==> config.mk <==
export PLATFORM = sky130hd
export DESIGN_NAME = reg_debug_port
export DESIGN_NICKNAME = d
export VERILOG_FILES = /design/src/rtl/cpu_pkg.sv /design/src/rtl/reg_debug_port.sv
export SDC_FILE = /design/constraint.sdc
export NUM_CORES = 1
export LEC_CHECK = 0
export BUFFER_PORTS_ARGS = -buffer_cell sky130_fd_sc_hd__buf_4
export CORE_ASPECT_RATIO = 2
export CORE_MARGIN = 2
export CORE_UTILIZATION = 54
export DETAILED_ROUTE_END_ITERATION = 10
export HOLD_SLACK_MARGIN = 0.1
export PLACE_DENSITY_LB_ADDON = 0.12
export RECOVER_POWER = 100
export SLEW_MARGIN = 20
export SYNTH_ARGS = -nofsm -noshare
export SYNTH_HDL_FRONTEND = slang
export SYNTH_SLANG_ARGS = --single-unit
export TNS_END_PERCENT = 10
==> constraint.sdc <==
create_clock -name clk -period 4.3 [get_ports clk]
set_input_delay 1.075 -clock clk [delete_from_list [all_inputs] [get_ports clk]]
set_output_delay 1.075 -clock clk [all_outputs]
set_load 0.01 [all_outputs]
==> src/rtl/cpu_pkg.sv <==
// Shared definitions for the debug register-access port: opcodes, FSM states
// and default register-file geometry.
package cpu_pkg;

    localparam int unsigned NUM_REGS_DEFAULT = 8;
    localparam int unsigned ADDR_W_DEFAULT   = 3;
    localparam int unsigned DATA_W_DEFAULT   = 16;
    localparam int unsigned OP_W             = 2;

    typedef enum logic [OP_W-1:0] {
        DBG_OP_RSVD  = 2'b00,
        DBG_OP_READ  = 2'b01,
        DBG_OP_WRITE = 2'b10,
        DBG_OP_DUMP  = 2'b11
    } dbg_op_e;

    typedef enum logic [1:0] {
        IDLE    = 2'd0,
        RD_ADDR = 2'd1,
        WR      = 2'd2,
        RESP    = 2'd3
    } dbg_state_e;

endpackage

==> src/rtl/reg_debug_port.sv <==
// Debug access controller: turns host READ/WRITE/DUMP commands into register-file
// accesses while the core is halted and returns one response per register touched.
module reg_debug_port
    import cpu_pkg::*;
#(
    parameter int unsigned NUM_REGS = NUM_REGS_DEFAULT,
    parameter int unsigned ADDR_W   = ADDR_W_DEFAULT,
    parameter int unsigned DATA_W   = DATA_W_DEFAULT
) (
    input  logic              clk,
    input  logic              reset_n,
    input  logic              cpu_halted,

    input  logic              cmd_valid,
    output logic              cmd_ready,
    input  logic [OP_W-1:0]   cmd_op,
    input  logic [ADDR_W-1:0] cmd_addr,
    input  logic [DATA_W-1:0] cmd_data,

    output logic              rsp_valid,
    input  logic              rsp_ready,
    output logic [ADDR_W-1:0] rsp_addr,
    output logic [DATA_W-1:0] rsp_data,
    output logic              rsp_err,
    output logic              rsp_last,

    output logic [ADDR_W-1:0] rf_read_addr,
    input  logic [DATA_W-1:0] rf_read_data,
    output logic              rf_write_enable,
    output logic [ADDR_W-1:0] rf_write_addr,
    output logic [DATA_W-1:0] rf_write_data
);

    localparam logic [ADDR_W-1:0] LAST_IDX = ADDR_W'(NUM_REGS - 1);

    dbg_state_e        state_q,     state_d;
    dbg_op_e           op_q,        op_d;
    logic [ADDR_W-1:0] idx_q,       idx_d;
    logic              rsp_valid_q, rsp_valid_d;
    logic [ADDR_W-1:0] rsp_addr_q,  rsp_addr_d;
    logic [DATA_W-1:0] rsp_data_q,  rsp_data_d;
    logic              rsp_err_q,   rsp_err_d;
    logic              rsp_last_q,  rsp_last_d;
    logic [ADDR_W-1:0] rf_raddr_q,  rf_raddr_d;
    logic              rf_we_q,     rf_we_d;
    logic [ADDR_W-1:0] rf_waddr_q,  rf_waddr_d;
    logic [DATA_W-1:0] rf_wdata_q,  rf_wdata_d;

    // Accept only from IDLE; halted is sampled live so a mid-command drop just blocks the next one.
    assign cmd_ready = (state_q == IDLE) && cpu_halted;

    always_comb begin
        state_d     = state_q;
        op_d        = op_q;
        idx_d       = idx_q;
        rsp_valid_d = rsp_valid_q;
        rsp_addr_d  = rsp_addr_q;
        rsp_data_d  = rsp_data_q;
        rsp_err_d   = rsp_err_q;
        rsp_last_d  = rsp_last_q;
        rf_raddr_d  = rf_raddr_q;
        rf_we_d     = 1'b0;
        rf_waddr_d  = rf_waddr_q;
        rf_wdata_d  = rf_wdata_q;

        case (state_q)
            IDLE: begin
                if (cmd_valid && cpu_halted) begin
                    op_d = dbg_op_e'(cmd_op);
                    case (dbg_op_e'(cmd_op))
                        DBG_OP_READ: begin
                            rf_raddr_d = cmd_addr;
                            state_d    = RD_ADDR;
                        end
                        DBG_OP_WRITE: begin
                            rf_we_d    = 1'b1;
                            rf_waddr_d = cmd_addr;
                            rf_wdata_d = cmd_data;
                            state_d    = WR;
                        end
                        DBG_OP_DUMP: begin
                            idx_d      = '0;
                            rf_raddr_d = '0;
                            state_d    = RD_ADDR;
                        end
                        default: begin
                            rsp_valid_d = 1'b1;
                            rsp_addr_d  = cmd_addr;
                            rsp_data_d  = '0;
                            rsp_err_d   = 1'b1;
                            rsp_last_d  = 1'b1;
                            state_d     = RESP;
                        end
                    endcase
                end
            end
            RD_ADDR: begin
                rsp_valid_d = 1'b1;
                rsp_addr_d  = rf_raddr_q;
                rsp_data_d  = rf_read_data;
                rsp_err_d   = 1'b0;
                rsp_last_d  = (op_q != DBG_OP_DUMP) || (idx_q == LAST_IDX);
                state_d     = RESP;
            end
            WR: begin
                rsp_valid_d = 1'b1;
                rsp_addr_d  = rf_waddr_q;
                rsp_data_d  = rf_wdata_q;
                rsp_err_d   = 1'b0;
                rsp_last_d  = 1'b1;
                state_d     = RESP;
            end
            RESP: begin
                // Response fields hold until the host takes them.
                if (rsp_ready) begin
                    rsp_valid_d = 1'b0;
                    if ((op_q == DBG_OP_DUMP) && (idx_q < LAST_IDX)) begin
                        idx_d      = idx_q + ADDR_W'(1);
                        rf_raddr_d = idx_q + ADDR_W'(1);
                        state_d    = RD_ADDR;
                    end else begin
                        state_d = IDLE;
                    end
                end
            end
            default: state_d = IDLE;
        endcase
    end

    always_ff @(posedge clk or negedge reset_n) begin
        if (!reset_n) begin
            state_q     <= IDLE;
            op_q        <= DBG_OP_RSVD;
            idx_q       <= '0;
            rsp_valid_q <= 1'b0;
            rsp_addr_q  <= '0;
            rsp_data_q  <= '0;
            rsp_err_q   <= 1'b0;
            rsp_last_q  <= 1'b0;
            rf_raddr_q  <= '0;
            rf_we_q     <= 1'b0;
            rf_waddr_q  <= '0;
            rf_wdata_q  <= '0;
        end else begin
            state_q     <= state_d;
            op_q        <= op_d;
            idx_q       <= idx_d;
            rsp_valid_q <= rsp_valid_d;
            rsp_addr_q  <= rsp_addr_d;
            rsp_data_q  <= rsp_data_d;
            rsp_err_q   <= rsp_err_d;
            rsp_last_q  <= rsp_last_d;
            rf_raddr_q  <= rf_raddr_d;
            rf_we_q     <= rf_we_d;
            rf_waddr_q  <= rf_waddr_d;
            rf_wdata_q  <= rf_wdata_d;
        end
    end

    assign rsp_valid       = rsp_valid_q;
    assign rsp_addr        = rsp_addr_q;
    assign rsp_data        = rsp_data_q;
    assign rsp_err         = rsp_err_q;
    assign rsp_last        = rsp_last_q;
    assign rf_read_addr    = rf_raddr_q;
    assign rf_write_enable = rf_we_q;
    assign rf_write_addr   = rf_waddr_q;
    assign rf_write_data   = rf_wdata_q;

endmodule

==> results.toml, run 1 <==
[place]
dp_hpwl_um = 4340
portBuffers = 87
gp_congestion = 0.797

[worst_setup_path]
cp_slowest_cell = "nor3b_2"
setup.worst_path.end_class = "flip-flop"
crit_arrival_ns = 3.08
worst_ep_required_time_ns = 4.48
start_kind = "flip-flop"
slowest_delay_ns = 1.22
crit_chain = "inv_1 > ha_1 > nand3_1 > nor3b_2 > mux2_2"
cp_top_family = "simple AND/OR/NAND/NOR gates"
criticalPathCategory = "flip-flop to flip-flop"
worst-path-buf-inv = 1
worst-path-max-fanout = 20

[cells_and_area]
final_nets = 367
diodes = 0
area_growth_pct = 22.0
layout-drive-gt1-share_pct = 24.1
fin_util_pct = 67.8

[timing]
rsz0062_at_grt = "no"
tns_ns = 0
fmax_mhz = 345
tightest_slew_ns = 1.52
slew_viol_final = 21
fin_crit_sh_pct = 67.4
final.setup_skew_ns = 0.00488
hold_violations = 0
relSlewSlack_pct = -1.64
period_needed_ns = 2.90
whs_ns = 0.489
setup_viol = 0

[detailed_routing]
firstDrtPassIters = 4
dr.first_iter.drc_count = 44
dr_wl_met2_um = 3250
wl_met3_um = 260
via_count = 2052
drtAntennaViolNets = 0
via_per_inst = 5.49
met1_length_um = 2310
drc_errors = 0
routedWlPerCell_um = 16.0
top_layer = "met4"
wirelength_um = 6000

[floorplanning]
core_area_mm2 = 0.00455
rows = 35
die_w_um = 52.4
start_util_pct = 55.6
pin_count = 88
die_area_mm2 = 0.00528
die_h_um = 101

[synth]
synth_cell_type_count = 31
synth.largest_area_cell = "dfrtp_1"
ys_warn_count = 0
avgSynthCellArea_um2 = 10.6
syn_inst = 238
synth_nets = 287
yosys_register_bits = 52
synth_top_area_share_pct = 51.4
synth-seq-area-share_pct = 51.4
mappedNetlistArea_mm2 = 0.00253
ys_top_cells_by_area = "dfrtp_1 (51%), mux2_2 (10%), nand2_1 (8.5%)"

[cts]
holdBufCountCts = 0
cts_resized = 0
cts-htree-levels = 2
cts_tree = "yes"
post_cts_buffers = 0
cts_sinks = 52
cts-root-to-sink-buffers = 2
insertion_delay_ns = 0.30
cts_buffers = 5
clk_pin_slew_ns = 0.09
cts_root_buf = "clkbuf_8"

[job]
max-cap-violations = 1

[global_routing]
track_usage_pct = 24.2
grt_max_degree = 53
antenna_found_initial = 0
grt_pass1_wl_um = 9530
grt_pass1_vias = 1998
grt_overflow_total = 0

[outcome]
violations = "max-capacitance violations, max-slew violations"
status = "complete, but fails checks"

[worst_hold_path]
min_path_type = "flip-flop to flip-flop"

[pwr]
power.density_mw_per_mm2 = 705
ir_worst_vdd_mv = 0.588
p_leak_uw = 0.00141
==> synthesized netlist by cell type <==
library cell  count
a21oi_1           5
a221o_1           1
a22o_1           16
a22oi_1           3
a31oi_1           2
a31oi_2           1
and2_1            1
and4bb_4          1
buf_2             2
buf_4             1
buf_6             6
clkbuf_1          5
dfrtp_1          52
ha_1              7
inv_1             5
inv_2             1
mux2_2           23
nand2_1          57
nand2b_1          1
nand3_1           4
nand3_4           1
nor2_1            3
nor2b_1           1
nor3b_1           1
nor3b_2           1
o211ai_2          1
o21ai_0          25
o21ai_1           6
o21ai_4           1
o221ai_1          3
or3_1             1
==> where the power goes <==
group / switching [µW] / total, µW / internal [µW]
combinational: 617 / 1010 / 398
sequential: 134 / 807 / 673
clock: 153 / 358 / 205
==> area by class of cell <==
type / instances / area [µm²]
Timing Repair Buffer: 87 / 484
Clock inverter: 1 / 30.0
Fill cell: 429 / 1470
Clock buffer: 7 / 96.3
Multi-Input combinational cell: 166 / 1090
Sequential cell: 52 / 1300
Inverter: 6 / 22.5
Tap cell: 55 / 68.8
==> metrics by stage <==
stage	setup slack, ns	cell area (µm²)	cells	total power [µW]
after CTS	1.65	3280	374	2330
after floorplan	2.00	2530	238	1580
after detailed placement	1.65	3160	366	1970
final	1.40	3090	374	2180
after global placement	1.68	3160	366	1930
after global routing	1.16	3090	374	2360
==> per-layer routing <==
layer	vias up	global-route usage, %
met5	-	0
met4	0	10.3
met3	15	3.12
met2	60	43.6
met1	984	27.6
li1	993	-
==> final timing paths <==
check	start	end	slack [ns]	cells after the start
max	state_q[0]	rf_write_data[4]	1.40	5
min	rsp_last	rsp_last	0.49	2
max reg2reg	state_q[0]	rf_write_data[4]	1.40	5
min reg2reg	rsp_last	rsp_last	0.49	2
max in group asynchronous	reset_n	rf_write_data[9]	3.05	1
min in group asynchronous	reset_n	rsp_data[2]	0.79	1
==> sequential cells by signal (all words and copies together), names as in the netlist <==
signal / cells
rsp_data: 16
rf_write_addr: 3
op_q: 2
rsp_addr: 3
rf_read_addr: 3
rsp_err: 1
rf_write_data: 16
idx_q: 3
rsp_valid: 1
rsp_last: 1
state_q: 2
rf_write_enable: 1
==> kinds of logic (layout without fill, tap and decap cells) <==
logic type      Yosys count  after routing  synth area share [%]
buf+inv                  20            101                  4.99
mux                      23             23                  10.2
compound gates           64             64                  17.1
simple gates             72             72                  12.8
fa+ha+maj                 7              7                  3.46
flops                    52             52                  51.4
==> worst min-delay path, stage by stage, from the launching register on <==
cell	delay, ns
dfrtp_1	0.35
nand2_1	0.05
o21ai_0	0.06
==> placed cells by master (no fill, tap or decap), types with 5 or more instances in the layout <==
cell type / count
a21oi_1: 5
a22o_1: 16
buf_4: 42
clkbuf_1: 45
clkbuf_8: 7
dfrtp_1: 52
ha_1: 7
inv_1: 6
mux2_2: 23
nand2_1: 57
nand3_1: 5
o21ai_0: 31
No activity file was read; power rests on OpenSTA's default activity.
==> run 2, diff against run 1 <==
--- a/config.mk
+++ b/config.mk
@@ -8,7 +8,7 @@
 export BUFFER_PORTS_ARGS = -buffer_cell sky130_fd_sc_hd__buf_4
 export CORE_ASPECT_RATIO = 2
 export CORE_MARGIN = 2
-export CORE_UTILIZATION = 54
+export CORE_UTILIZATION = 45
 export DETAILED_ROUTE_END_ITERATION = 10
 export HOLD_SLACK_MARGIN = 0.1
 export PLACE_DENSITY_LB_ADDON = 0.12
==> constraint.sdc (replaced) <==
create_clock -name clk -period 2.5 [get_ports clk]
set_input_delay 0.625 -clock clk [delete_from_list [all_inputs] [get_ports clk]]
set_output_delay 0.625 -clock clk [all_outputs]
set_load 0.01 [all_outputs]
==> run 2 against run 1 <==
  * The run now ends clean
  * Core utilization is 10 points lower
  * Fmax increased by 36%
  * Via count fell by 0.49%
  * Power increased by 73%
  * Non-clock buffer count up 5
  * Global-route usage is 4.5 points lower
  * Count of clock-buffer cells in the layout is 1 lower
  * First-iteration DRC count rose by 59%
  * Clock skew is essentially flat
  * Final cell count increased by 2.7%
  * Clock power up 58%
  * Die area rose by 19%
  * Critical endpoint is now rsp_data[4]
==> results.toml, run 2 (synthesized netlist as in run 1, its figures left out) <==
[worst_setup_path]
start_kind = "flip-flop"
ff2ff_path_depth = 6
criticalPathCategory = "flip-flop to flip-flop"
setup.worst_path.end_class = "flip-flop"
timing.rr.end = "rsp_data[4]"
crit_arrival_ns = 2.28
crit_path_frequent_cell = "inv_1"
r2r-start = "state_q[1]"
worst-path-max-fanout = 39
startpoint = "state_q[1]"
r2r_slack_ns = 0.38
cp_slowest_cell = "clkbuf_2"
slowest_delay_ns = 0.56
cp-endpoint = "rsp_data[4]"
worst_ep_required_time_ns = 2.65
crit_chain = "inv_1 > ha_1 > inv_1 > o21ai_4 > clkbuf_2 > o21ai_0"

[global_routing]
grt_max_degree = 53
grt_overflow_total = 0
antenna_found_initial = 0
grt_pass1_vias = 2007
grt_pass1_wl_um = 9540
track_usage_pct = 19.7

[timing]
final.setup_skew_ns = 0.00510
whs_ns = 0.483
tns_ns = 0
tightest_slew_ns = 1.30
fin_crit_sh_pct = 85.0
slew_viol_final = 0
period_needed_ns = 2.12
relSlewSlack_pct = 13.2
hold_violations = 0
rsz0062_at_grt = "no"
fmax_mhz = 471
setup_viol = 0

[cts]
cts_resized = 0
cts_sinks = 52
cts_tree = "yes"
holdBufCountCts = 0
cts-htree-levels = 2
post_cts_buffers = 0
cts_buffers = 5
cts-root-to-sink-buffers = 2
insertion_delay_ns = 0.30
cts_root_buf = "clkbuf_8"
clk_pin_slew_ns = 0.09

[pwr]
p_leak_uw = 0.00143
p_total_uw = 3760
ir_worst_vdd_mv = 1.05
power.density_mw_per_mm2 = 1210

[place]
gp_congestion = 0.772
dp_hpwl_um = 4470
dp.cells = 376
portBuffers = 87

[worst_hold_path]
min_path_type = "flip-flop to flip-flop"
min_from = "rsp_data[1]"

[floorplanning]
rows = 38
die_w_um = 57.0
start_util_pct = 46.7
core_area_mm2 = 0.00542
pin_count = 88
die_area_mm2 = 0.00628
die_h_um = 110

[detailed_routing]
via_count = 2042
drtAntennaViolNets = 0
wirelength_um = 6160
via_per_inst = 5.32
dr.first_iter.drc_count = 70
drc_errors = 0
firstDrtPassIters = 4
routedWlPerCell_um = 16.0

[cells_and_area]
layout-drive-gt1-share_pct = 25.3
final_cell_count_no_fill = 384
final_common_cell = "nand2_1"
layout_common_cells = "nand2_1 (57), dfrtp_1 (52), clkbuf_1 (46), buf_4 (45), o21ai_0 (30)"
area_growth_pct = 23.1
fillers = 539
diodes = 0
final_nets = 372

[job]
max-cap-violations = 0

[outcome]
status = "finished, final reports clean"
-- run 2: changes by cell type in the layout (fill, tap and decap cells not counted), sizes merged --
cell / before / now
clkbuf: 52 / 53
clkinv: 0 / 1
buf: 42 / 45
-- run 2: critical path, delay by kind of cell (launching register included) --
family	cells	cell delay [ns]
buffers and inverters	3	0.84
AOI/OAI and AO/OA	2	0.40
DFF	1	0.42
adders and majority gates	1	0.31
-- run 2: routing by layer --
metal / wire, µm / global-route usage, %
met5: 0 / 0
met4: 132 / 9.47
met3: 239 / 2.57
met2: 3440 / 36.5
met1: 2350 / 21.8
-- run 2: power by group --
part	switching (µW)	leakage (µW)	internal, µW
sequential	224	0.000670	1160
clock	266	0.0000552	297
combinational	1100	0.000705	716
total	1590	0.00143	2170
-- run 2: area by class of cell --
class                      instances  area, µm²  area share [%]
sequential                        52       1300            41.8
multi-input combinational        166       1090            35.1
timing repair buffer              92        517            16.6
tap                               60       75.1            2.41
clock buffer                       6       72.6            2.33
clock inverter                     2       35.0            1.12
inverter                           6       22.5           0.723
-- run 2: how the worst min path moves through the flow --
stage                        to  slack [ns]  cells after the start
2_1_floorplan          idx_q[0]        0.33                      0
3_3_place_gp        rsp_addr[2]        0.46                      2
3_5_place_dp          rsp_valid        0.47                      2
4_1_cts        rf_write_data[4]        0.36                      1
5_1_grt             rsp_data[0]        0.51                      2
6_report            rsp_data[1]        0.48                      2
-- run 2: through the flow --
step / area (µm²) / worst slack, ns / util [%]
finish: 3120 / 0.376 / 57.5
global route: 3120 / 0.155 / 57.5
CTS: 3310 / 0.374 / 61.0
detailed placement: 3200 / 0.504 / 59.0
global placement: 3200 / 0.582 / 59.0
floorplan: 2530 / 0.811 / -
